--- config.mk ---
export PLATFORM = sky130hd
export DESIGN_NAME = spi_adc_capture
export DESIGN_NICKNAME = d
export VERILOG_FILES = /design/src/rtl/spi_adc_capture.sv
export SDC_FILE = /design/constraint.sdc
export NUM_CORES = 1
export LEC_CHECK = 0
export CAP_MARGIN = 20
export CORE_ASPECT_RATIO = 1.75
export CORE_MARGIN = 4
export CORE_UTILIZATION = 25
export CTS_BUF_LIST = sky130_fd_sc_hd__clkbuf_4
export CTS_CLUSTER_DIAMETER = 60
export CTS_CLUSTER_SIZE = 10
export DETAILED_ROUTE_END_ITERATION = 12
export PLACE_DENSITY = 0.47
export SYNTH_ARGS = -nofsm -noshare
export SYNTH_HDL_FRONTEND = slang
export SYNTH_SLANG_ARGS = --single-unit
--- constraint.sdc ---
create_clock -name clk_i -period 5.6 [get_ports clk_i]
set_input_delay 1.68 -clock clk_i [delete_from_list [all_inputs] [get_ports clk_i]]
set_output_delay 1.68 -clock clk_i [all_outputs]
set_load 0.05 [all_outputs]
--- src/rtl/spi_adc_capture.sv ---
// rtl/spi_adc_capture.sv - triggered ADC conversion, MSB-first SPI readout and one-entry AXI4-Stream output
// Drops and counts triggers that arrive mid-conversion and samples that find the output register full.
module spi_adc_capture #(
   parameter int DATA_WIDTH = 24,
   parameter int CNV_CYCLES = 4,
   parameter int SCK_DIV    = 1
) (
   input  logic                  clk_i,
   input  logic                  reset_i,
   input  logic                  trigger_i,
   output logic                  cnv_o,
   output logic                  sck_o,
   input  logic                  sdo_i,
   output logic                  busy_o,
   output logic [DATA_WIDTH-1:0] m_axis_tdata_o,
   output logic                  m_axis_tvalid_o,
   input  logic                  m_axis_tready_i,
   output logic [15:0]           overrun_count_o
);

   localparam int CNT_W = (CNV_CYCLES > 1) ? $clog2(CNV_CYCLES) : 1;
   localparam int DIV_W = (SCK_DIV > 1) ? $clog2(SCK_DIV) : 1;
   localparam int BIT_W = $clog2(DATA_WIDTH + 1);

   typedef enum logic [1:0] {
      S_IDLE,
      S_CONVERT,
      S_SHIFT,
      S_DONE
   } state_e;

   state_e                state_q, state_d;
   logic                  cnv_q, cnv_d;
   logic                  sck_q, sck_d;
   logic [CNT_W-1:0]      cnv_cnt_q, cnv_cnt_d;
   logic [DIV_W-1:0]      div_cnt_q, div_cnt_d;
   logic [BIT_W-1:0]      bit_cnt_q, bit_cnt_d;
   logic [DATA_WIDTH-1:0] shift_q, shift_d;
   logic [DATA_WIDTH-1:0] tdata_q, tdata_d;
   logic                  tvalid_q, tvalid_d;
   logic [15:0]           ovr_q, ovr_d;
   logic                  overrun_evt;

   logic conv_last, sck_tick, sck_fall, last_bit, out_free;

   assign conv_last = (cnv_cnt_q == '0);
   assign sck_tick  = (div_cnt_q == '0);
   assign sck_fall  = sck_tick && sck_q;
   assign last_bit  = (bit_cnt_q == BIT_W'(1));
   assign out_free  = !tvalid_q || m_axis_tready_i;

   always_ff @(posedge clk_i or posedge reset_i) begin
      if (reset_i) begin
         state_q <= S_IDLE;
      end else begin
         state_q <= state_d;
      end
   end

   always_comb begin
      state_d = state_q;
      unique case (state_q)
         S_IDLE:    if (trigger_i) state_d = S_CONVERT;
         S_CONVERT: if (conv_last) state_d = S_SHIFT;
         S_SHIFT:   if (sck_fall && last_bit) state_d = S_DONE;
         S_DONE:    state_d = S_IDLE;
         default:   state_d = S_IDLE;
      endcase
   end

   always_comb begin
      busy_o      = (state_q != S_IDLE);
      cnv_d       = cnv_q;
      sck_d       = sck_q;
      cnv_cnt_d   = cnv_cnt_q;
      div_cnt_d   = div_cnt_q;
      bit_cnt_d   = bit_cnt_q;
      shift_d     = shift_q;
      tdata_d     = tdata_q;
      tvalid_d    = tvalid_q;
      overrun_evt = 1'b0;

      if (tvalid_q && m_axis_tready_i) tvalid_d = 1'b0;

      unique case (state_q)
         S_IDLE: begin
            if (trigger_i) begin
               cnv_d     = 1'b1;
               cnv_cnt_d = CNT_W'(CNV_CYCLES - 1);
            end
         end
         S_CONVERT: begin
            overrun_evt = trigger_i;
            if (conv_last) begin
               cnv_d     = 1'b0;
               div_cnt_d = DIV_W'(SCK_DIV - 1);
               bit_cnt_d = BIT_W'(DATA_WIDTH);
            end else begin
               cnv_cnt_d = cnv_cnt_q - 1'b1;
            end
         end
         S_SHIFT: begin
            overrun_evt = trigger_i;
            if (sck_tick) begin
               sck_d     = !sck_q;
               div_cnt_d = DIV_W'(SCK_DIV - 1);
               // capture on the edge that drives sck low; ADC updates sdo after that fall
               if (sck_q) begin
                  shift_d   = {shift_q[DATA_WIDTH-2:0], sdo_i};
                  bit_cnt_d = bit_cnt_q - 1'b1;
               end
            end else begin
               div_cnt_d = div_cnt_q - 1'b1;
            end
         end
         S_DONE: begin
            if (out_free) begin
               tdata_d     = shift_q;
               tvalid_d    = 1'b1;
               overrun_evt = trigger_i;
            end else begin
               overrun_evt = 1'b1;
            end
         end
         default: ;
      endcase

      ovr_d = (overrun_evt && (ovr_q != 16'hFFFF)) ? ovr_q + 16'd1 : ovr_q;
   end

   always_ff @(posedge clk_i or posedge reset_i) begin
      if (reset_i) begin
         cnv_q     <= 1'b0;
         sck_q     <= 1'b0;
         cnv_cnt_q <= '0;
         div_cnt_q <= '0;
         bit_cnt_q <= '0;
         shift_q   <= '0;
         tdata_q   <= '0;
         tvalid_q  <= 1'b0;
         ovr_q     <= '0;
      end else begin
         cnv_q     <= cnv_d;
         sck_q     <= sck_d;
         cnv_cnt_q <= cnv_cnt_d;
         div_cnt_q <= div_cnt_d;
         bit_cnt_q <= bit_cnt_d;
         shift_q   <= shift_d;
         tdata_q   <= tdata_d;
         tvalid_q  <= tvalid_d;
         ovr_q     <= ovr_d;
      end
   end

   assign cnv_o           = cnv_q;
   assign sck_o           = sck_q;
   assign m_axis_tdata_o  = tdata_q;
   assign m_axis_tvalid_o = tvalid_q;
   assign overrun_count_o = ovr_q;

endmodule

Yosys cells after proc, flatten, opt, wreduce, memory -nomap -nowiden. Cells that the tools add are included.

Output and inout bits: 44. Word-level logic and storage cells: 68. Flip-flop bits (word level): 77. Input port bits: 5.

Bitwise logic cells: 1. Add/subtract/negate cells: 4. Equality and inequality tests: 11. Muxes and demuxes: 21. Reductions and logical operators: 21.

Operators by type and width (count): adder 16 x 1 -> 16 bit, second input constant (1); inequality test 16 bit, second input constant (1); two-way mux 5 bit (3); inequality test 2 bit, second input constant (6); AND reduction 3 bit (4); two-way mux 2 bit (5); case mux 5 bit (2 select lines) (1); case mux 2 bit (4 select lines) (1); two-way mux 1 bit (7); case mux 1 bit (2 select lines) (3); AND reduction 2 bit (3); nonzero test 2 bit (3); == test 5 x 1 -> 1 bit, second input constant (1); subtractor 5 x 1 -> 5 bit, second input constant (1); == test 2 bit, second input constant (2); logical AND 1 bit (4); zero test 2 bit (2); case mux 2 bit (2 select lines) (1); AND reduction 4 bit (1); == test 2 x 1 -> 1 bit, second input constant (1); zero test 1 bit (2); OR reduction 2 bit (1); subtractor 2 x 1 -> 2 bit, second input constant (1); logical OR 1 bit (1); other kinds (2) (2).

Logic depth before layout (Yosys ltp).
Depth after elaboration: 5. Mapped depth: 7. Gate-level depth less buffers: 6.

Worst setup path before layout. OpenSTA, ideal clock, no wires.

Kind: input port to flip-flop. From: input port m_axis_tready_i. To: register ovr_q[13], in the netlist overrun_count_o[13]. Arrival time: 2.858 ns. Required time: 5.472 ns. Library setup time: 0.128 ns. Stages: 4. Buffers on the path: 0. Slack: 2.614 ns. Cell sequence: nand3b_1 -> a2111oi_4 -> nand4_1 -> mux2_1.

Cells in the longest elaborated chain, start to end: 4.

Ends and longest elaborated chain: from (decl) (line 17) `input logic m_axis_tready_i,`; logical OR 1 bit (line 50) `assign out_free = !tvalid_q || m_axis_tready_i;`; two-way mux 1 bit (line 117) `if (out_free) begin`; case mux 1 bit (2 select lines) (line 85) `unique case (state_q)`; logical AND 1 bit (line 128) `ovr_d = (overrun_evt && (ovr_q != 16'hFFFF)) ? ovr_q + 16'd1 : ovr_q;`; to (signal assigned) (line 151) `ovr_q <= ovr_d;`; to (decl) (line 41) `logic [15:0] ovr_q, ovr_d;`.

Every way passes these cells. A chain may end at the register's enable or synchronous reset.

Final worst setup path.
From: register state_q[0]. To: output port busy_o.

Cells in the longest elaborated chain, start to end: 1.

Ends and longest elaborated chain: from (decl) (line 32) `state_e state_q, state_d;`; from (signal assigned) (line 56) `state_q <= state_d;`; nonzero test 2 bit (line 72) `busy_o = (state_q != S_IDLE);`; to (decl) (line 14) `output logic busy_o,`.

Every way passes these cells.

==> flow_results.org <==
** Global routing
- The initial antenna violation count came to 0.
- For this run, global-route usage on met3 was measured as between 2 and 3%.
- After global routing, the most crowded layer is met2.
- The number of global-route vias before repair is 2327.
- After global routing the overflow that remains totals 0.
- For this run, global-route usage on met2 was measured as 16.1%.
- GR met1 Demand/Resource :: a little under an eighth
- The first global-routing pass estimated between 10000 and 15000 um of wire.
- Entering global routing, the biggest net connects between 50 and 60 pins.
- Global-route total usage across every layer :: under 10%

** Layout
- The net count of the finished layout is 326.
- Relative area change from synthesis to final layout :: 25.8%
- The filler cells instantiated in the layout total 1362.
- The number of antenna diodes in the final layout is 0.
- The top cell types in the final layout, fill and taps aside, are sky130_fd_sc_hd__dfrtp_1 (76), sky130_fd_sc_hd__mux2_2 (50), sky130_fd_sc_hd__clkdlybuf4s50_1 (48).
- Leading cell type in the layout, fill and taps excluded :: sky130_fd_sc_hd__dfrtp_1
- Cells with a size suffix above 1 make up between 20% and 30% of the layout.

** Routing
- Dividing the detail-routed via count by the number of cells gives around 4.5.
- Post-DR wirelength/cell :: ~14 um
- Post-Route WL :: between 6000 and 7000 um
- For this run, design rule violations remaining after detail routing come to 0.
- Starting DRC count in detailed routing :: 42
- Count of vias placed by the detailed router :: about 2200
- In this run the remaining antenna-violating nets after routing total 0.
- The first TritonRoute pass finished after 4 iterations.

** Power and ir drop
- Power spread over the standard cell area amounts to slightly above 500 mW/mm^2.
- Reported leakage power :: about 1.8 nW
- VDD sags by at most between 0.0002 and 0.00025 V.
- Portion of total power attributed to the clock network :: roughly a fifth
- Part of the power in combinational logic :: between 40% and 50%
- Net switching is between 30% and 40% of the power.
- Share of power burned in registers :: between 30 and 40%
- The internal portion of the total power is between 1 and 1.5 mW.
- Summed over all nets, the switching power comes to approximately 0.85 mW.

** STA
- Setup violations remaining at the end of the flow were counted as 0.
- Unrepaired setup endpoints after global routing :: no
- Setup slack after layout :: ~1.9 ns
- In this run the tightest slew margin relative to its limit is between 20% and 30%.
- Maximum clock frequency :: 0.268 GHz
- After layout, the worst path uses around two thirds of the clock period.
- Slew at the pin closest to its max-slew limit :: between 1 and 1.5 ns
- The number of slew-limit violations in the final report came to 0.
- Worst-case clock skew :: ~0.012 ns
- The routed design could run at a clock period as short as between 3 and 4 ns.
- Number of endpoints with negative hold slack in the final report :: 0
- Adding up every negative setup slack in the final design gives 0 ns.

** Synth
- Number of enable-type register cells in the synthesized netlist :: 0
- Synthesis handed over a netlist of between 200 and 300 instances.
- The number of nets in the synthesized netlist is 275.
- Of all flip-flops after synthesis, the portion carrying an async set or reset was 100%.
- The mapped netlist covers roughly 0.0034 sq mm.
- Top cell type's share of synthesized area :: a little under three fifths
- The average instance in the mapped netlist occupies roughly 13 sq um.
- Ranking of synthesized cells by area :: sky130_fd_sc_hd__dfrtp_1 (57%), sky130_fd_sc_hd__mux2_2 (17%), sky130_fd_sc_hd__ha_1 (3.4%)
- Of all cell types, the one taking the most synthesized area is sky130_fd_sc_hd__dfrtp_1.
- Synth Register Bits :: 76
- Number of warning messages in the yosys log :: 0
- After synthesis, flip-flops and latches occupy a little under three fifths of the total area.
- Number of different library cells in the post-synthesis netlist :: 39
- The most used flip-flop cell after synthesis is sky130_fd_sc_hd__dfrtp_1.

** Job
- Number of max-cap violations :: 0

** Die
- Vertical die dimension :: 161 um
- Area of the die :: 0.0154 sq mm
- Area of the core :: ~0.013 sq mm
- Starting density of the core :: between 20% and 30%
- between 40 and 50 I/O pins were placed.
- Die W :: about 96 um
- Number of cell rows :: 55

** Clock network
- Buffers inserted during clock tree synthesis total 9.
- The number of gates resized after CTS was 0.
- TritonCTS built the clock tree.
- The clock passes through at most 2 buffers.
- The H-tree was split into 3 levels.
- Counting every sink on the clock net gives 76.
- Root buf cell :: sky130_fd_sc_hd__clkbuf_4
- Source-to-sink clock delay at the later pin of the worst-skew pair :: 0.41 ns
- The number of hold buffers added after CTS was 0.
- After clock tree synthesis, the clock-pin slew on the worst setup and hold paths is 0.12 ns.
- Once the clock tree was built, the setup fixing pass inserted 0 buffers.

** Critical path
- By startpoint and endpoint, the worst setup path is classified as flop to output port.
- Kind of launch point of the worst setup path :: flop
- Sort of element at the end of the critical path :: output port
- Of all nets on the critical path, the largest fanout is 5.
- Data required time of the worst path :: ~4 ns
- For the worst setup path, the data arrival time is a little over 2 ns.

** Placement
- Total half-perimeter wirelength after legalization and detailed placement :: 4890 um
- Pre-CTS setup slack :: roughly 2.0 ns
- During placement, the flow inserted port buffers numbering 48.
- At the end of routability-driven placement, the weighted congestion stood at just over 0.7.

** Status
- The flow ran to the end, and the final reports show no timing, DRC or antenna violations.

** Hold path
- Hold Crit Class :: flop to flop
[cell families (layout without fill, tap and decap cells)]
kind of cell / after synthesis / after routing / synth area share [%]
AO/OA/AOI/OAI: 32 / 32 / 6.89
multiplexers: 53 / 53 / 17.8
adder cells (fa/ha/maj): 9 / 9 / 3.35
flip-flops: 76 / 76 / 56.6
XOR/XNOR: 10 / 10 / 2.61
buffers and inverters: 19 / 74 / 2.27
AND/OR/NAND/NOR: 62 / 62 / 10.5
[metrics by stage]
stage               total power [mW]  hold slack (ns)  std cells  utilization (%)  instance area [sq um]
finish                          2.13            0.495        487             32.3                   4230
global route                    2.26            0.505        487             32.3                   4230
CTS                             2.17            0.491        487             32.3                   4230
detailed placement              1.74            0.474        472             31.0                   4050
global placement                1.71            0.467        471             30.7                   4020
floorplan                       1.46            0.442        261                -                   3360
[cell usage after synthesis (all sizes together), types with 2 or more instances]
library cell	n
a41oi	2
inv	9
or4	2
a31oi	5
and3	4
nand4	13
a22o	4
nor2b	3
nor2	8
buf	6
mux2	53
nand2	12
ha	9
dfrtp	76
a211oi	2
o21ai	6
nand2b	4
clkbuf	4
nand3	9
xnor2	9
a21oi	8
and4	2
[critical path, stage by stage, from the launching register on]
cell and delay, ns:
sky130_fd_sc_hd__dfrtp_1 0.43, sky130_fd_sc_hd__inv_1 0.10, sky130_fd_sc_hd__ha_1 0.26, sky130_fd_sc_hd__inv_1 0.07, sky130_fd_sc_hd__clkdlybuf4s50_1 0.79
[layer usage]
layer	vias up	routed length, um
met5	-	0
met4	0	142
met3	11	281
met2	39	3610
met1	1091	2920
li1	1048	-
[worst paths after layout]
| kind | startpoint | to | slack (ns) | cells after the start |
|---|---|---|---|---|
| max reg2reg | state_q[0]$_DFFE_PP0P_ | shift_q[10]$_DFFE_PP0P_ | 3.30 | 4 |
| min | bit_cnt_q[4]$_DFFE_PP0P_ | bit_cnt_q[4]$_DFFE_PP0P_ | 0.49 | 1 |
| max | state_q[0]$_DFFE_PP0P_ | busy_o | 1.87 | 4 |
| min reg2reg | bit_cnt_q[4]$_DFFE_PP0P_ | bit_cnt_q[4]$_DFFE_PP0P_ | 0.49 | 1 |
| max in group asynchronous | reset_i | m_axis_tdata_o[18]$_DFFE_PP0P_ | 2.94 | 3 |
| min in group asynchronous | reset_i | m_axis_tdata_o[0]$_DFFE_PP0P_ | 1.57 | 2 |
[flip-flops by register name, indices dropped and copies added (netlist names)]
| name | cells |
|---|---|
| state_q | 2 |
| overrun_count_o | 16 |
| shift_q | 24 |
| m_axis_tvalid_o | 1 |
| cnv_cnt_q | 2 |
| m_axis_tdata_o | 24 |
| bit_cnt_q | 5 |
| sck_o | 1 |
| cnv_o | 1 |
[layout make-up]
type	instances	area (sq um)	share of cell area (%)
sequential	76	1900	45.0
multi-input combinational	166	1380	32.7
timing repair buffer	50	515	12.2
tap	171	214	5.06
clock inverter	6	114	2.69
clock buffer	9	67.6	1.60
inverter	9	33.8	0.799
[power groups by stage]
stage	clock network [mW]	registers [mW]	logic [mW]
floorplan	0	0.997	0.460
global placement	0	0.812	0.898
detailed placement	0	0.812	0.925
CTS	0.444	0.802	0.929
global route	0.463	0.821	0.981
finish	0.418	0.798	0.912
Note: power is estimated with default switching activity, not from simulation.
